[config.mk]
export PLATFORM = sky130hd
export DESIGN_NAME = param_input_pio_edge_irq
export DESIGN_NICKNAME = d
export VERILOG_FILES = /design/src/rtl/param_input_pio_edge_irq.sv
export SDC_FILE = /design/constraint.sdc
export NUM_CORES = 1
export LEC_CHECK = 0
export BUFFER_PORTS_ARGS = -buffer_cell sky130_fd_sc_hd__clkbuf_2
export CAP_MARGIN = 0
export CORE_MARGIN = 1
export CORE_UTILIZATION = 35
export CTS_CLUSTER_DIAMETER = 150
export DETAILED_ROUTE_END_ITERATION = 12
export GPL_TIMING_DRIVEN = 0
export SYNTH_ARGS = -nofsm -noshare
export SYNTH_HDL_FRONTEND = slang
export SYNTH_SLANG_ARGS = --single-unit
[constraint.sdc]
create_clock -name clk -period 1.7 [get_ports clk]
set_clock_uncertainty 0.2 [all_clocks]
set_input_delay 0 -clock clk [delete_from_list [all_inputs] [get_ports clk]]
set_output_delay 0 -clock clk [all_outputs]
set_load 0.01 [all_outputs]
[src/rtl/param_input_pio_edge_irq.sv]
// -----------------------------------------------------------------------------
// param_input_pio_edge_irq
//
// Avalon-MM input PIO with a configurable width. The asynchronous in_port lines
// are brought into the clk domain by a two-flop synchroniser. A third flop keeps
// the previous synchronised value for edge detection. Per-bit sticky
// edge-capture flags are gated by a per-bit mask to form a level interrupt.
//
// Parameters
//   WIDTH       input port width, 1..32; readdata bits above WIDTH read 0
//   EDGE_TYPE   0 = rising, 1 = falling, 2 = any edge
//   BIT_CLEAR   1: an edgecapture write clears only the bits set in writedata
//               0: any edgecapture write clears every bit
//   RESET_VALUE reset value of the interrupt mask (low WIDTH bits are used)
//
// Ports
//   clk        system clock, all logic on posedge
//   reset      synchronous, active-high reset
//   address    word address: 0 data (RO), 1 reserved, 2 irqmask (RW),
//              3 edgecapture (RO, write-to-clear)
//   chipselect Avalon chip select (qualifies writes only)
//   write_n    Avalon write strobe, active low
//   writedata  Avalon write data
//   readdata   registered read data, read latency 1, zero-extended
//   in_port    asynchronous external inputs
//   irq        level interrupt, |(edgecapture & irqmask)
// -----------------------------------------------------------------------------
module param_input_pio_edge_irq #(
   parameter int unsigned WIDTH       = 24,
   parameter int unsigned EDGE_TYPE   = 0,
   parameter bit          BIT_CLEAR   = 1'b1,
   parameter logic [31:0] RESET_VALUE = 32'd0
) (
   input  logic             clk,
   input  logic             reset,
   input  logic [1:0]       address,
   input  logic             chipselect,
   input  logic             write_n,
   input  logic [31:0]      writedata,
   output logic [31:0]      readdata,
   input  logic [WIDTH-1:0] in_port,
   output logic             irq
);

   logic [WIDTH-1:0] sync1_reg;
   logic [WIDTH-1:0] sync2_reg;
   logic [WIDTH-1:0] prev_reg;
   logic [WIDTH-1:0] irqmask_reg;
   logic [WIDTH-1:0] irqmask_next;
   logic [WIDTH-1:0] edgecapture_reg;
   logic [WIDTH-1:0] edgecapture_next;
   logic [31:0]      readdata_reg;
   logic [31:0]      readdata_next;
   logic [1:0]       arm_cnt_reg;
   logic [1:0]       arm_cnt_next;

   logic [WIDTH-1:0] rise_vec;
   logic [WIDTH-1:0] fall_vec;
   logic [WIDTH-1:0] edge_det;
   logic [WIDTH-1:0] cap_clear;
   logic             armed;
   logic             wr_mask;
   logic             wr_capture;

   // Only the low WIDTH bits of writedata carry meaning; the rest are
   // deliberately dropped.
   logic [31:0]      wdata_unused;
   assign wdata_unused = writedata;

   assign wr_mask    = chipselect & ~write_n & (address == 2'd2);
   assign wr_capture = chipselect & ~write_n & (address == 2'd3);

   // The synchroniser and prev flops all come out of reset at 0. An input
   // already high at reset release therefore looks like a rising edge for one
   // cycle. Edges stay ignored until the counter saturates, so that false edge
   // never reaches edgecapture.
   assign armed        = (arm_cnt_reg == 2'd3);
   assign arm_cnt_next = armed ? arm_cnt_reg : arm_cnt_reg + 2'd1;

   assign rise_vec = sync2_reg & ~prev_reg;
   assign fall_vec = ~sync2_reg & prev_reg;
   assign edge_det = (EDGE_TYPE == 0) ? rise_vec :
                     (EDGE_TYPE == 1) ? fall_vec :
                                        (rise_vec | fall_vec);

   assign cap_clear = !wr_capture ? {WIDTH{1'b0}} :
                      BIT_CLEAR   ? writedata[WIDTH-1:0] :
                                    {WIDTH{1'b1}};

   assign irqmask_next = wr_mask ? writedata[WIDTH-1:0] : irqmask_reg;

   // If a new edge and a clear hit the same bit in the same cycle, the set
   // takes priority, so an edge is never lost.
   genvar gi;
   generate
      for (gi = 0; gi < int'(WIDTH); gi++) begin : g_capture
         assign edgecapture_next[gi] = (edge_det[gi] & armed) ? 1'b1 :
                                       cap_clear[gi]          ? 1'b0 :
                                                                edgecapture_reg[gi];
      end
   endgenerate

   // Read mux is unconditional and side-effect free. A read of edgecapture
   // in the clearing cycle samples the pre-clear register value.
   always_comb begin
      readdata_next = 32'd0;
      case (address)
         2'd0:    readdata_next[WIDTH-1:0] = sync2_reg;
         2'd2:    readdata_next[WIDTH-1:0] = irqmask_reg;
         2'd3:    readdata_next[WIDTH-1:0] = edgecapture_reg;
         default: readdata_next = 32'd0;
      endcase
   end

   always_ff @(posedge clk) begin
      if (reset) begin
         sync1_reg       <= '0;
         sync2_reg       <= '0;
         prev_reg        <= '0;
         irqmask_reg     <= RESET_VALUE[WIDTH-1:0];
         edgecapture_reg <= '0;
         readdata_reg    <= 32'd0;
         arm_cnt_reg     <= 2'd0;
      end else begin
         sync1_reg       <= in_port;
         sync2_reg       <= sync1_reg;
         prev_reg        <= sync2_reg;
         irqmask_reg     <= irqmask_next;
         edgecapture_reg <= edgecapture_next;
         readdata_reg    <= readdata_next;
         arm_cnt_reg     <= arm_cnt_next;
      end
   end

   assign readdata = readdata_reg;

   // Built only from registers, so irq cannot glitch on bus or input activity.
   assign irq = |(edgecapture_reg & irqmask_reg);

endmodule
==> flow_metrics.py, run 1 <==
metrics = {
    "timing": {
        "tightest_slew_ps": 618,
        "setup_viol_count_final": 1,
        "maxSlewViolCount": 0,
        "whs_ps": 115,
        "max_slew_margin_pct": 58.8,
        "min_period_ps": 1840,
        "layout_setup_ws_ps": -137,
        "min_period_over_period_pct": 108,
        "hold_viol_final": 0,
        "rsz0062_at_grt": "true",
        "fmax_mhz": 544,
    },
    "worst_setup_path": {
        "r2r_cells": 5,
        "crit_cells": 4,
        "path_buf_inv": 1,
        "critical_path_class": "register to output pin",
        "rr_startpoint": "arm_cnt_reg[0]$_SDFFE_PP0N_",
        "end_kind": "output pin",
        "crit_required_ps": 1500,
        "crit_path_end": "irq",
        "crit_arrival_ps": 1640,
        "cp_max_fo": 2,
        "critical-path-slowest-cell": "or3_4",
        "r2r-end": "edgecapture_reg[6]$_SDFFE_PP0P_",
        "cp-start-kind": "register",
        "crit_start": "edgecapture_reg[23]$_SDFFE_PP0P_",
        "r2r_slack_ps": 180,
        "crit_family": "simple AND/OR/NAND/NOR gates",
        "slowest_delay_ps": 360,
        "cp_cell_sequence": "a22oi_2 -> nand4_1 -> or3_4 -> clkbuf_2",
    },
    "yosys": {
        "yosys_register_bits": 146,
        "avgSynthCellArea_sq_um": 9.84,
        "netlist_area_sq_mm": 0.00519,
        "synth_edf_count": 0,
        "syn_inst": 527,
        "ys_async_sr_fraction_pct": 0,
        "ys_types": 26,
        "ys_seq_area_share_pct": 56.3,
        "synth-warning-count": 0,
        "synth_top_flop_cell": "dfxtp_1",
    },
    "clock_network": {
        "root_buffer": "clkbuf_16",
        "clock-sinks": 146,
        "clock_path_buffers": 2,
        "h-tree-depth": 4,
        "insertion_delay_ps": 420,
        "cts_made_buffers": 17,
        "cts_tree": "yes",
        "clk_pin_slew_worst_paths_ps": 60,
    },
    "floorplanning": {
        "die_w_um": 124,
        "pin_count": 95,
        "start_util_pct": 35.8,
        "rows": 44,
        "core_sq_mm": 0.0145,
        "die-area_sq_mm": 0.0153,
        "die_h_um": 124,
    },
    "pwr": {
        "p_leak_uw": 0.00297,
        "clock_power_share_pct": 49.7,
        "power.share.switching_pct": 20.4,
        "p_switching_uw": 1680,
        "p_int_uw": 6570,
        "p_seq_share_pct": 43.5,
        "cellPowerDensity_mw_per_mm2": 1150,
        "p_comb_share_pct": 6.8,
        "peakVddDrop_uv": 828,
    },
    "run_status": {
        "status": "finished, violations left",
        "violations": "negative setup slack",
    },
    "global_route": {
        "grt_overflow": 0,
        "grt_max_degree": 17,
        "grt_pass1_wl_um": 19700,
        "grt_use_total_pct": 17.4,
        "grt_pass1_vias": 4099,
        "antenna_found_initial": 0,
    },
    "drt": {
        "routed_via_density": 4.67,
        "drtIter0Drc": 264,
        "wirelength_um": 12600,
        "wl_per_cell_um": 14.1,
        "num_vias": 4166,
        "drc": 0,
        "postRouteAntennaNets": 0,
        "dr.pass1.iters": 4,
    },
    "layout": {
        "final-seq-area_sq_mm": 0.00292,
        "fin_nets": 758,
        "drive_gt1_share_pct": 23.9,
        "antennaDiodeCount": 0,
        "fill_cells": 1367,
        "area_growth_pct": 38.6,
        "multi_input_area_sq_mm": 0.00199,
        "postLayoutCoreUtil_pct": 49.7,
        "final_cells": 892,
    },
    "placed_design": {
        "dpl.hpwl_um": 8820,
        "finalWeightedCongestion": 0.830,
        "pre_cts_ws_ps": 7.28,
        "post-place-cells": 793,
        "port_buffers": 75,
    },
    "run": {
        "max_cap_viol_count": 0,
    },
    "hold_path": {
        "holdCritPathClass": "input pin to register",
    },
}
worst reg2reg max path, stage by stage (launching register included):
cell      delay (ps)
dfxtp_1          340
ha_1             140
buf_2            220
clkbuf_2         270
nand3b_1         120
a21oi_1          150
cell usage in the layout (no fill, tap or decap), types with 2 or more instances in the layout:
master | synthesis | layout
buf_4 | 12 | 14
o21ai_1 | 7 | 8
conb_1 | 1 | 8
buf_1 | 2 | 2
inv_1 | 24 | 24
nand4_1 | 3 | 3
buf_2 | 6 | 6
dfxtp_1 | 146 | 145
bufinv_16 | 0 | 5
clkinv_2 | 0 | 4
clkbuf_8 | 0 | 4
a22oi_2 | 0 | 7
clkbuf_2 | 0 | 77
clkbuf_1 | 18 | 17
nand2_1 | 48 | 48
a22oi_1 | 36 | 29
nor2_1 | 26 | 26
nor2b_1 | 72 | 72
o21ai_0 | 17 | 16
nand3b_1 | 24 | 24
buf_6 | 5 | 6
a21oi_1 | 48 | 48
clkbuf_16 | 0 | 17
dlygate4sd3_1 | 0 | 64
mux2_2 | 24 | 24
what timing repair did:
action,4_1_cts,5_1_grt
resized for setup,9,5
hold buffers,64,1
setup endpoints to repair,2,19
hold endpoints to repair,91,3
pin swaps,3,1
buffers inserted,1,2
synthesized netlist by cell type, types with 2 or more instances:
cell      count  area share (%)
dfxtp_1     146              56
nor2b_1      72             8.7
a21oi_1      48             4.6
nand2_1      48             3.5
a22oi_1      36             5.2
nor2_1       26             1.9
inv_1        24             1.7
mux2_2       24             5.2
nand3b_1     24             3.5
clkbuf_1     18             1.3
o21ai_0      17             1.6
buf_4        12             1.7
o21ai_1       7            0.68
buf_2         6            0.58
buf_6         5             1.1
nand4_1       3            0.36
buf_1         2            0.14
layer usage:
layer  track usage, %  share of wire (%)  vias up
met4             4.74               0.79        0
met5                0                  0        -
met3             4.95                4.7        7
met2             29.7                 50       83
li1                 -                  -     2073
met1             21.5                 45     2003
power by group through the flow:
stage / clock network, uW / logic (uW) / registers, uW
after floorplan: 0 / 275 / 3650
after global placement: 0 / 433 / 3660
after detailed placement: 0 / 442 / 3660
after CTS: 4160 / 556 / 3590
after global routing: 4320 / 624 / 3600
final: 4100 / 558 / 3590
metrics by stage:
| step | TNS (ps) | area [sq um] | total power (uW) |
|---|---|---|---|
| 2_1_floorplan | 0 | 5210 | 3920 |
| 3_3_place_gp | 0 | 5820 | 4090 |
| 3_5_place_dp | 0 | 5820 | 4100 |
| 4_1_cts | -138 | 7170 | 8300 |
| 5_1_grt | -210 | 7190 | 8540 |
| 6_report | -137 | 7190 | 8250 |
area by class of cell:
cell class              count  share of cell area (%)
plain buffers              43                    3.58
flip-flops and latches    146                    40.7
multi-input cells         321                    27.7
well taps                 184                    3.20
inverters                  24                    1.25
repair buffers            142                    14.4
clock buffers              22                    6.73
clock inverters            10                    2.47
worst min path at each step:
stage,to,startpoint,slack (ps),cells after the start
CTS,sync1_reg[1]$_SDFF_PP0_,in_port[1],120,3
global route,sync1_reg[0]$_SDFF_PP0_,in_port[0],140,3
floorplan,sync1_reg[0]$_SDFF_PP0_,in_port[0],-70,1
global placement,sync1_reg[20]$_SDFF_PP0_,in_port[20],8,2
finish,readdata[14]$_SDFF_PP0_,address[1],120,4
detailed placement,sync1_reg[20]$_SDFF_PP0_,in_port[20],10,2
cells by family (layout without fill, tap and decap cells):
family,after synthesis,count (layout),share of synthesized area (%)
and+or+nand+nor,178,178,19.0
DFF,146,146,56.3
AOI/OAI and AO/OA,108,108,12.2
buffers and inverters,67,241,6.58
muxes,25,25,5.40
adders and majority gates,1,1,0.241
other,1,8,0.0723
xor gates and xnor gates,1,1,0.169
Note: power is estimated with default switching activity, not from simulation.
==> inputs of run 2 (changes only) <==
--- a/config.mk
+++ b/config.mk
@@ -7,11 +7,14 @@
 export LEC_CHECK = 0
 export BUFFER_PORTS_ARGS = -buffer_cell sky130_fd_sc_hd__clkbuf_2
 export CAP_MARGIN = 0
+export CELL_PAD_IN_SITES_DETAIL_PLACEMENT = 1
+export CELL_PAD_IN_SITES_GLOBAL_PLACEMENT = 1
 export CORE_MARGIN = 1
 export CORE_UTILIZATION = 35
 export CTS_CLUSTER_DIAMETER = 150
 export DETAILED_ROUTE_END_ITERATION = 12
 export GPL_TIMING_DRIVEN = 0
+export PLACE_DENSITY_LB_ADDON = 0.1
 export SYNTH_ARGS = -nofsm -noshare
 export SYNTH_HDL_FRONTEND = slang
 export SYNTH_SLANG_ARGS = --single-unit
==> run 2 against run 1 <==
Final cell count decreased by 0.34%. Wire length increased by 17%. Global-route usage up 3.6 points. The flow still finishes with violations (negative setup slack). Sequential share of layout area is 0.070 points higher. Design area about the same.
==> flow_metrics.py, run 2 (synthesized netlist as in run 1, its figures left out) <==
metrics = {
    "worst_setup_path": {
        "critical_path_class": "register to output pin",
        "cp_max_fo": 3,
        "cp-start-kind": "register",
        "rr_startpoint": "arm_cnt_reg[0]$_SDFFE_PP0N_",
        "crit_required_ps": 1500,
        "end_kind": "output pin",
        "crit_arrival_ps": 1650,
        "r2r_slack_ps": 150,
        "r2r_cells": 5,
        "r2r-end": "edgecapture_reg[18]$_SDFFE_PP0P_",
    },
    "placed_design": {
        "finalWeightedCongestion": 0.810,
        "placed_cell_area_sq_mm": 0.00582,
        "dpl.hpwl_um": 9920,
        "port_buffers": 75,
        "pre_cts_ws_ps": -98.1,
    },
    "hold_path": {
        "holdCritPathClass": "input pin to register",
        "whs_path_depth": 6,
        "hp-start": "address[0]",
        "hold_end": "irqmask_reg[13]$_SDFFE_PP0P_",
    },
    "drt": {
        "dr.pass1.iters": 5,
        "postRouteAntennaNets": 0,
        "routed_via_density": 4.76,
        "wl_per_cell_um": 16.6,
        "wirelength_um": 14800,
        "drtIter0Drc": 198,
        "wl_met2_um": 7040,
        "num_vias": 4229,
        "drc": 0,
        "wl_met3_um": 504,
        "highest_layer": "met4",
        "route.layer.met1.wl_um": 7050,
    },
    "floorplanning": {
        "rows": 44,
        "pin_count": 95,
        "start_util_pct": 35.8,
        "die_w_um": 124,
        "core_sq_mm": 0.0145,
        "die-area_sq_mm": 0.0153,
        "die_h_um": 124,
    },
    "global_route": {
        "grt_max_degree": 17,
        "grt_pass1_wl_um": 23300,
        "grt_pass1_vias": 4534,
        "grt_use_total_pct": 21.0,
        "antenna_found_initial": 0,
        "grt_overflow": 0,
    },
    "pwr": {
        "peakVddDrop_uv": 700,
        "p_int_uw": 6530,
        "cellPowerDensity_mw_per_mm2": 1150,
        "power.share.switching_pct": 21.3,
        "p_seq_share_pct": 43.3,
        "clock_power_share_pct": 49.7,
        "p_comb_share_pct": 7.0,
        "p_switching_uw": 1770,
        "power.total_uw": 8300,
        "p_leak_uw": 0.00295,
    },
    "clock_network": {
        "post_cts_buffers": 0,
        "clock_path_buffers": 2,
        "cts_tree": "yes",
        "cts_made_buffers": 17,
        "clk_pin_slew_worst_paths_ps": 60,
        "insertion_delay_ps": 430,
        "clock-sinks": 146,
        "h-tree-depth": 4,
        "root_buffer": "clkbuf_16",
    },
    "run_status": {
        "status": "finished, violations left",
        "violations": "negative setup slack",
    },
    "timing": {
        "max_slew_margin_pct": 51.0,
        "tightest_slew_ps": 735,
        "finalSetupTns_ps": -148,
        "rsz0062_at_grt": "true",
        "min_period_over_period_pct": 109,
        "fmax_mhz": 541,
        "min_period_ps": 1850,
        "maxSlewViolCount": 0,
        "hold_viol_final": 0,
        "layout_setup_ws_ps": -148,
        "setup_viol_count_final": 1,
    },
    "run": {
        "max_cap_viol_count": 0,
    },
    "layout": {
        "area_growth_pct": 38.5,
        "postLayoutCoreUtil_pct": 49.6,
        "final_cell_mix": "dfxtp_1 (143), clkbuf_2 (77), nor2b_1 (72)",
        "fin_nets": 756,
        "layout_commonest_cell": "dfxtp_1",
        "antennaDiodeCount": 0,
        "final_cell_area_sq_mm": 0.00719,
        "drive_gt1_share_pct": 24.0,
    },
}
-- run 2: worst max path at each step --
stage	from	endpoint	cells after the start
2_1_floorplan	arm_cnt_reg[0]$_SDFFE_PP0N_	edgecapture_reg[0]$_SDFFE_PP0P_	5
3_3_place_gp	arm_cnt_reg[0]$_SDFFE_PP0N_	edgecapture_reg[17]$_SDFFE_PP0P_	5
6_report	irqmask_reg[23]$_SDFFE_PP0P_	irq	4
4_1_cts	edgecapture_reg[23]$_SDFFE_PP0P_	irq	4
3_5_place_dp	arm_cnt_reg[0]$_SDFFE_PP0N_	edgecapture_reg[17]$_SDFFE_PP0P_	5
5_1_grt	edgecapture_reg[13]$_SDFFE_PP0P_	irq	4
-- run 2: critical path, stage by stage (launching register included) --
cell and delay, ps:
dfxtp_2 340, a22oi_2 240, nand4_1 110, or3_4 390, clkbuf_2 140
-- run 2: power by group through the flow --
stage          registers (uW)  clock network (uW)  logic [uW]
6_report                 3590                4130         581
3_3_place_gp             3660                   0         450
2_1_floorplan            3650                   0         275
5_1_grt                  3600                4340         643
4_1_cts                  3590                4200         582
3_5_place_dp             3660                   0         464
-- run 2: per-stage QoR --
step                hold WS, ps  std cells
detailed placement         17.3        793
finish                      112        889
CTS                        89.7        889
floorplan                 -71.8        534
global placement           6.69        793
global route                133        889
-- run 2: timing repair --
action                                  4_1_cts  5_1_grt
endpoints found under the setup margin       21        9
resized for setup                            11       13
pin swaps                                     3        1
endpoints found under the hold margin        85        0
hold buffers                                 65        0
-- run 2: cell type report --
type                            count  area [sq um]
Fill cell                        1637          7290
Clock buffer                       22           474
Inverter                           24          90.1
Timing Repair Buffer              140          1030
Tap cell                          184           230
Buffer                             43           262
Clock inverter                      9           178
Sequential cell                   146          2930
Multi-Input combinational cell    321          2000
-- run 2: per-layer routing --
layer,GRT usage (%),vias to the layer above
met3,5.22,16
met4,7.45,0
met2,35.0,75
met5,0,-
met1,26.3,2070
li1,-,2068
